--- src/rtl/circuit_reporter_window.sv ---
// Reporter-line measurement stage: synchronises and debounces out1/out2, then counts
// high cycles and rising edges of each filtered line over one WINDOW-sample window.
module circuit_reporter_window #(
  parameter int WINDOW = 256,
  parameter int CNT_W  = 9,
  parameter int STABLE = 3,
  parameter int EDGE_W = 6
) (
  input  logic              clk,
  input  logic              rst,
  input  logic              out1,
  input  logic              out2,
  input  logic              start,
  output logic              busy,
  output logic              res_valid,
  input  logic              res_ready,
  output logic [CNT_W-1:0]  high1,
  output logic [CNT_W-1:0]  high2,
  output logic [EDGE_W-1:0] rise1,
  output logic [EDGE_W-1:0] rise2
);

  typedef enum logic [1:0] {
    IDLE,
    MEASURE,
    HOLD
  } state_e;

  localparam int WIN_W  = $clog2(WINDOW + 1);
  localparam int STAB_W = (STABLE > 1) ? $clog2(STABLE) : 1;

  localparam logic [WIN_W-1:0]  WIN_DONE  = WIN_W'(WINDOW);
  localparam logic [STAB_W-1:0] STAB_LAST = STAB_W'(STABLE - 1);
  localparam logic [EDGE_W-1:0] EDGE_MAX  = '1;

  state_e             state_q, state_d;
  logic               clear_cnt, take_sample;
  logic [1:0]         raw;
  logic [1:0]         sync_a_q, sync_s_q, filt_q, filt_prev_q;
  logic [1:0]         rising;
  logic [STAB_W-1:0]  stab_q [2];
  logic [CNT_W-1:0]   high_q [2];
  logic [EDGE_W-1:0]  rise_q [2];
  logic [WIN_W-1:0]   win_q;

  assign raw    = {out2, out1};
  assign rising = filt_q & ~filt_prev_q;

  // Samples land on the edges where win_q is 0..WINDOW-1; the edge that sees
  // win_q == WINDOW only moves to HOLD, giving start-to-valid of WINDOW+1 cycles.
  always_comb begin
    // NOTE: every combinational output gets a default first, so no path infers a latch.
    state_d     = state_q;
    clear_cnt   = 1'b0;
    take_sample = 1'b0;
    case (state_q)
      IDLE: begin
        if (start) begin
          state_d   = MEASURE;
          clear_cnt = 1'b1;
        end
      end
      MEASURE: begin
        if (win_q == WIN_DONE) begin
          state_d = HOLD;
        end else begin
          take_sample = 1'b1;
        end
      end
      HOLD: begin
        if (res_ready) begin
          if (start) begin
            state_d   = MEASURE;
            clear_cnt = 1'b1;
          end else begin
            state_d = IDLE;
          end
        end
      end
      default: state_d = IDLE;
    endcase
  end

  always_ff @(posedge clk) begin
    // NOTE: sequential state uses non-blocking assignments so every flop sees pre-edge values.
    if (rst) begin
      state_q     <= IDLE;
      sync_a_q    <= '0;
      sync_s_q    <= '0;
      filt_q      <= '0;
      filt_prev_q <= '0;
      win_q       <= '0;
      for (int i = 0; i < 2; i++) begin
        stab_q[i] <= '0;
        high_q[i] <= '0;
        rise_q[i] <= '0;
      end
    end else begin
      state_q     <= state_d;
      sync_a_q    <= raw;
      sync_s_q    <= sync_a_q;
      filt_prev_q <= filt_q;

      // Debounce: the filtered value flips only after STABLE consecutive disagreeing samples.
      for (int i = 0; i < 2; i++) begin
        if (sync_s_q[i] != filt_q[i]) begin
          if (stab_q[i] == STAB_LAST) begin
            filt_q[i] <= sync_s_q[i];
            stab_q[i] <= '0;
          end else begin
            stab_q[i] <= stab_q[i] + STAB_W'(1);
          end
        end else begin
          stab_q[i] <= '0;
        end
      end

      if (clear_cnt) begin
        win_q <= '0;
        for (int i = 0; i < 2; i++) begin
          high_q[i] <= '0;
          rise_q[i] <= '0;
        end
      end else if (take_sample) begin
        win_q <= win_q + WIN_W'(1);
        for (int i = 0; i < 2; i++) begin
          high_q[i] <= high_q[i] + CNT_W'(filt_q[i]);
          if (rising[i] && (rise_q[i] != EDGE_MAX)) begin
            rise_q[i] <= rise_q[i] + EDGE_W'(1);
          end
        end
      end
    end
  end

  assign busy      = (state_q == MEASURE);
  assign res_valid = (state_q == HOLD);
  assign high1     = high_q[0];
  assign high2     = high_q[1];
  assign rise1     = rise_q[0];
  assign rise2     = rise_q[1];

endmodule

--- config.mk ---
export PLATFORM = sky130hd
export DESIGN_NAME = circuit_reporter_window
export DESIGN_NICKNAME = d
export VERILOG_FILES = /design/src/rtl/circuit_reporter_window.sv
export SDC_FILE = /design/constraint.sdc
export NUM_CORES = 1
export LEC_CHECK = 0
export BUFFER_PORTS_ARGS = -buffer_cell sky130_fd_sc_hd__buf_2
export CORE_ASPECT_RATIO = 0.75
export CORE_UTILIZATION = 55
export CTS_CLUSTER_DIAMETER = 200
export CTS_CLUSTER_SIZE = 30
export DETAILED_ROUTE_END_ITERATION = 10
export PLACE_DENSITY = 0.79
export SYNTH_ARGS = -nofsm -noshare
export SYNTH_HDL_FRONTEND = slang
export SYNTH_SLANG_ARGS = --single-unit
--- constraint.sdc ---
create_clock -name clk -period 2.6 [get_ports clk]
set_input_delay 0.52 -clock clk [delete_from_list [all_inputs] [get_ports clk]]
set_output_delay 0.52 -clock clk [all_outputs]
set_load 0.03 [all_outputs]
Yosys cells after proc, flatten, opt, wreduce, memory -nomap -nowiden
Memories as Yosys holds them, arrays and structs flattened.
Cells that the tools add are included.
- bits in latches: 0
- output and inout bits: 32
- bits in read-only memories: 0
- register bits after elaboration: 19
- bits of input ports: 6
- bits in writable memories: 34
- memories: 3
- $lt $le $gt $ge: 0
- div/mod/pow operators: 0
- shifts and indexed selects: 0
- eq/ne operators: 12
- multipliers: 0
- reduce and logical (&&, ||, !) cells: 7
- mux-type cells: 65
- bitwise logic cells: 16
- $add $sub $neg: 7
- memory list (name ; depth ; bits a word ; read ports ; clocked after Yosys merged registers in ; write ports ; line ; source):
    high_q ; 2 ; 9 ; 2 ; 0 ; 2 ; 42 ; logic [CNT_W-1:0] high_q [2];
    rise_q ; 2 ; 6 ; 2 ; 0 ; 2 ; 43 ; logic [EDGE_W-1:0] rise_q [2];
    stab_q ; 2 ; 2 ; 2 ; 0 ; 2 ; 41 ; logic [STAB_W-1:0] stab_q [2];
- operators by type and width (kind ; number):
    2-to-1 mux 1 bit ; 46
    2-to-1 mux 9 bit ; 4
    2-to-1 mux 6 bit ; 4
    adder 9 x 1 -> 9 bit ; 2
    2-to-1 mux 2 bit ; 9
    OR 1 bit ; 14
    adder 6 x 1 -> 6 bit, second input constant ; 2
    != test 6 bit, second input constant ; 2
    adder 9 x 1 -> 9 bit, second input constant ; 1
    == test 9 bit, second input constant ; 1
    == test 2 bit, second input constant ; 3
    case mux 2 bit (3 select lines) ; 1
    adder 2 x 1 -> 2 bit, second input constant ; 2
    != test 2 x 1 -> 1 bit, second input constant ; 2
    AND reduction 2 bit ; 2
    AND reduction 3 bit ; 1
    AND 2 bit ; 1
    == test 2 x 1 -> 1 bit, second input constant ; 1
    logical AND 1 bit ; 2
    zero test 2 bit ; 1
    != test 1 bit ; 2
    != test 2 bit, second input constant ; 1
    NOT 2 bit ; 1
    case mux 1 bit (2 select lines) ; 1
    OR reduction 2 bit ; 1

Longest topological paths before layout
- depth after elaboration: 9
- mapped depth: 7

Worst setup path after synthesis
No wires, ideal clock.
- path kind: flip-flop to flip-flop
- from: register win_q[0]
- to: memory high_q[0][0], enable pin
- data arrival time: 1609 ps
- cell stages (with the launch flop): 7
- setup time: 377 ps
- data required time: 2223 ps
- buffers on the path: 0
- path slack: 614 ps
- cell sequence: dfxtp_1 -> inv_1 -> ha_1 -> nor4bb_4 -> a21oi_1 -> inv_1 -> nand2b_1
- RTL lines (what ; line ; source):
    start, declared ; 44 ; logic [WIN_W-1:0] win_q;
    start signal, assigned ; 125 ; win_q <= win_q + WIN_W'(1);
    end, declared ; 42 ;

==> impl_results.md <==
* Result of the run: finished clean
* Kind of end point of the critical path: flop
* Overall fraction of global-route tracks in use at 0.1843
* Number of global-route vias before repair at 1566
* Adder-cell area share of the yosys netlist at 0.04885
* Critical path arrival at 2.18 ns
* Main combinational cell family by area after synthesis: simple AND/OR/NAND/NOR gates
* Worst IR drop on VDD at 0.4110 mV
* Setup repair after global routing missed its margin: no
* Clock Tree Buf Depth at 2
* Effective utilization at floorplan at 0.5734
* I/O pin count at 38
* DP HPWL at 3074 µm
* Total count of max-transition violations in the final report at 0
* Worst hold margin at 0.4238 ns
* Instance count of the mapped netlist at 225
* Clock Latency Late Sink at 0.31 ns
* Gate power share at 0.135
* Area of the die at 4937 µm²
* Layout Area Growth over Synthesis at 14.36%
* Site row count at 21
* Total number of H-tree levels at 2
* Proportion of synthesized area in mux cells at 0.01172
* Remaining global-route overflow at 0
* Post-layout net count at 286
* Sum of routed wire length over all layers at 4179 µm
* Vias at 1667
* Post-detailed-placement cell area at 2818 µm²
* Initial antenna violation count at 0
* Sum of internal, switching and leakage power at 1.798 mW
* Final Cycle Share at 0.8093
* Ratio of cells with drive above 1 in the final layout at 0.2620
* Power density over the cells at 613.9 nW/µm²
* TritonCTS Sinks at 53
* Mean cell area of the mapped netlist at 11.38 µm²
* Count of flip-flops with a built-in enable after synthesis at 34
* Achievable clock frequency at 475.3 MHz
* Synthesis Warnings at 0
* Worst-case headroom to the max-slew limit at 0.4903
* Synthesized-area fraction occupied by xor and xnor cells at 0.1026
* Critical Path Source Type: flop
* Count of cells along the worst hold path at 2
* Final critical path time including I/O delays and setup at 2.104 ns
* Vias per inst at 5.082
* Asr flop ratio synth at 0
* Drt first-iter violations at 103
* Filler cell count at 349
* Worst-margin pin slew at 0.7644 ns
* Hold Buf Count CTS at 0
* Register bit count reported by yosys at 53
* Master cell of the clock root buffer: sky130_fd_sc_hd__clkbuf_8
* Core Box Area at 4467 µm²
* Synth Flop Type: sky130_fd_sc_hd__edfxtp_1
* Input/output buffers at 37
* Setup violation total in the final timing report at 0
* Aggregate negative setup slack at 0 ns
* Post CTS Setup Buffer Count at 0
* Relative contribution of sequential cells to total power at 0.557
* Area fraction in compound gates after synthesis at 0.04348
* Clock tree from TritonCTS: yes
* Number of detailed-route iterations in the first pass at 4
* Maximum Capacitance Violations at 0
* Final Skew at 0.01182 ns
* Clock transition at the register clock pins on the worst setup and hold paths after CTS at 0.09 ns
* Cell area after synthesis at 2561 µm²
* Weighted congestion at the end of routability-driven global placement at 0.7958
* Critical Path Fanout Max at 12
* Final instance area at 2929 µm²
* P_leak at 1.167 nW
* Critical path class: flop to flop
* Hold Violations, Final at 0
* Simple-gate share of the synthesized area at 0.2213
* Type of the worst min-delay path: input port to flop
* DRC violation count after routing at 0
* Inserted Clock Buffers at 5
* Sequential share of the synthesized area at 0.5471
* Maximum number of pins on one net before global-route repair at 19
* Internal power at 1.318 mW
* Share of the core filled with cells at 0.6557
* Switch Pwr at 0.4799 mW
* Wire length of the first global-routing pass at 6803 µm
* Vert. Die Dim at 61.10 µm
* Antenna Nets Post-Route at 0
* Distinct cell type count of the synthesized netlist at 38
* Number of gates resized after CTS at 0
* Switching Share at 0.2669
* Routed len/inst at 12.74 µm
* Number of inserted diodes at 0
* Worst r2r path cells at 5
* Portion of total power attributed to the clock network at 0.308
* Die outline width at 80.80 µm
* Data required time at the worst endpoint at 2.67 ns
cells in the mapped netlist, types with 3 or more instances:
| cell | count | area (µm²) |
|---|---|---|
| sky130_fd_sc_hd__edfxtp_1 | 34 | 1021 |
| sky130_fd_sc_hd__nor2_1 | 33 | 123.9 |
| sky130_fd_sc_hd__dfxtp_1 | 19 | 380.4 |
| sky130_fd_sc_hd__xnor2_1 | 19 | 166.4 |
| sky130_fd_sc_hd__nand2_1 | 11 | 41.29 |
| sky130_fd_sc_hd__xor2_1 | 11 | 96.34 |
| sky130_fd_sc_hd__ha_1 | 10 | 125.1 |
| sky130_fd_sc_hd__inv_1 | 9 | 33.78 |
| sky130_fd_sc_hd__nor2_2 | 9 | 56.30 |
| sky130_fd_sc_hd__nand3_1 | 7 | 35.03 |
| sky130_fd_sc_hd__and2_2 | 5 | 37.54 |
| sky130_fd_sc_hd__and3_1 | 5 | 31.28 |
| sky130_fd_sc_hd__nor2b_1 | 5 | 31.28 |
| sky130_fd_sc_hd__nor3_1 | 5 | 25.02 |
| sky130_fd_sc_hd__a21oi_1 | 4 | 20.02 |
| sky130_fd_sc_hd__nand2b_1 | 4 | 25.02 |
| sky130_fd_sc_hd__or3_1 | 4 | 25.02 |
| sky130_fd_sc_hd__mux2i_1 | 3 | 30.03 |
| sky130_fd_sc_hd__nand4_1 | 3 | 18.77 |
path summary, 6_finish.rpt:
kind	from	endpoint	slack (ns)
max	rise_q[0][6]	rise_q[0][1]	0.50
min	out1	sync_a_q[0]	0.42
max reg2reg	rise_q[0][6]	rise_q[0][1]	0.50
min reg2reg	sync_a_q[0]	sync_s_q[0]	0.45
layer usage:
layer / up-vias / GRT usage / part of all wire
li1: 856 / - / -
met4: 0 / 0.08418 / 0.019
met5: - / 0 / 0
met1: 763 / 0.2403 / 0.51
met2: 41 / 0.2966 / 0.43
met3: 7 / 0.04444 / 0.043
final cells by class:
cell class,instances,area [µm²],area share
sequential,53,1401,0.4784
multi-input combinational,162,1111,0.3793
timing repair buffer,39,200.2,0.06835
clock buffer,6,72.57,0.02478
tap,57,71.32,0.02435
clock inverter,2,38.79,0.01324
inverter,9,33.78,0.01153
layout by cell type (no fill, tap or decap), types with 2 or more instances in the layout:
| cell type | instances |
|---|---|
| sky130_fd_sc_hd__ha_1 | 10 |
| sky130_fd_sc_hd__nand3_1 | 7 |
| sky130_fd_sc_hd__o21ai_0 | 2 |
| sky130_fd_sc_hd__conb_1 | 4 |
| sky130_fd_sc_hd__nand2_1 | 11 |
| sky130_fd_sc_hd__a21oi_1 | 4 |
| sky130_fd_sc_hd__nor2_2 | 9 |
| sky130_fd_sc_hd__and2b_2 | 2 |
| sky130_fd_sc_hd__clkbuf_8 | 5 |
| sky130_fd_sc_hd__xor2_1 | 11 |
| sky130_fd_sc_hd__mux2i_1 | 3 |
| sky130_fd_sc_hd__a311oi_1 | 2 |
| sky130_fd_sc_hd__or3_1 | 4 |
| sky130_fd_sc_hd__inv_1 | 9 |
| sky130_fd_sc_hd__nor2_1 | 33 |
| sky130_fd_sc_hd__edfxtp_1 | 34 |
| sky130_fd_sc_hd__buf_2 | 37 |
| sky130_fd_sc_hd__and3_1 | 5 |
| sky130_fd_sc_hd__xnor2_1 | 19 |
| sky130_fd_sc_hd__nand3b_1 | 2 |
| sky130_fd_sc_hd__buf_4 | 2 |
| sky130_fd_sc_hd__and2_2 | 5 |
| sky130_fd_sc_hd__a21o_2 | 2 |
| sky130_fd_sc_hd__nor3_1 | 5 |
| sky130_fd_sc_hd__nand4_1 | 3 |
| sky130_fd_sc_hd__nor2b_1 | 5 |
| sky130_fd_sc_hd__dfxtp_1 | 19 |
| sky130_fd_sc_hd__nand2b_1 | 4 |
registers in the layout, summed over array words and instances (netlist names):
signal,count
sync_a_q,2
filt_q,2
high_q,18
state_q,2
filt_prev_q,2
stab_q,4
win_q,9
rise_q,12
sync_s_q,2
cell families after synthesis:
group	after synthesis
buffers and inverters	13
other	1
AO/OA/AOI/OAI	14
multiplexers	3
adder cells (fa/ha/maj)	10
XOR/XNOR	30
AND/OR/NAND/NOR	101
flip-flops	53
metrics by stage:
stage | worst slack [ns] | instances
finish | 0.4959 | 328
global route | 0.3739 | 328
CTS | 0.4896 | 328
detailed placement | 0.5103 | 320
global placement | 0.5648 | 320
floorplan | 0.6135 | 228
worst max-delay path, cell delays in order (launching register included):
cell and delay, ns:
sky130_fd_sc_hd__edfxtp_1 0.41, sky130_fd_sc_hd__ha_1 0.20, sky130_fd_sc_hd__and3_1 0.20, sky130_fd_sc_hd__a311oi_1 0.14, sky130_fd_sc_hd__o21ai_2 0.63, sky130_fd_sc_hd__and2b_2 0.29
power by group through the flow:
| stage | Combinational [mW] | Sequential [mW] | Clock, mW |
|---|---|---|---|
| floorplan | 0.0971 | 1.09 | 0 |
| detailed placement | 0.244 | 1.02 | 0 |
| global route | 0.266 | 1.01 | 0.599 |
| finish | 0.243 | 1.00 | 0.553 |
| CTS | 0.245 | 1.00 | 0.569 |
| global placement | 0.241 | 1.02 | 0 |
Note: power is estimated with default switching activity, not from simulation.
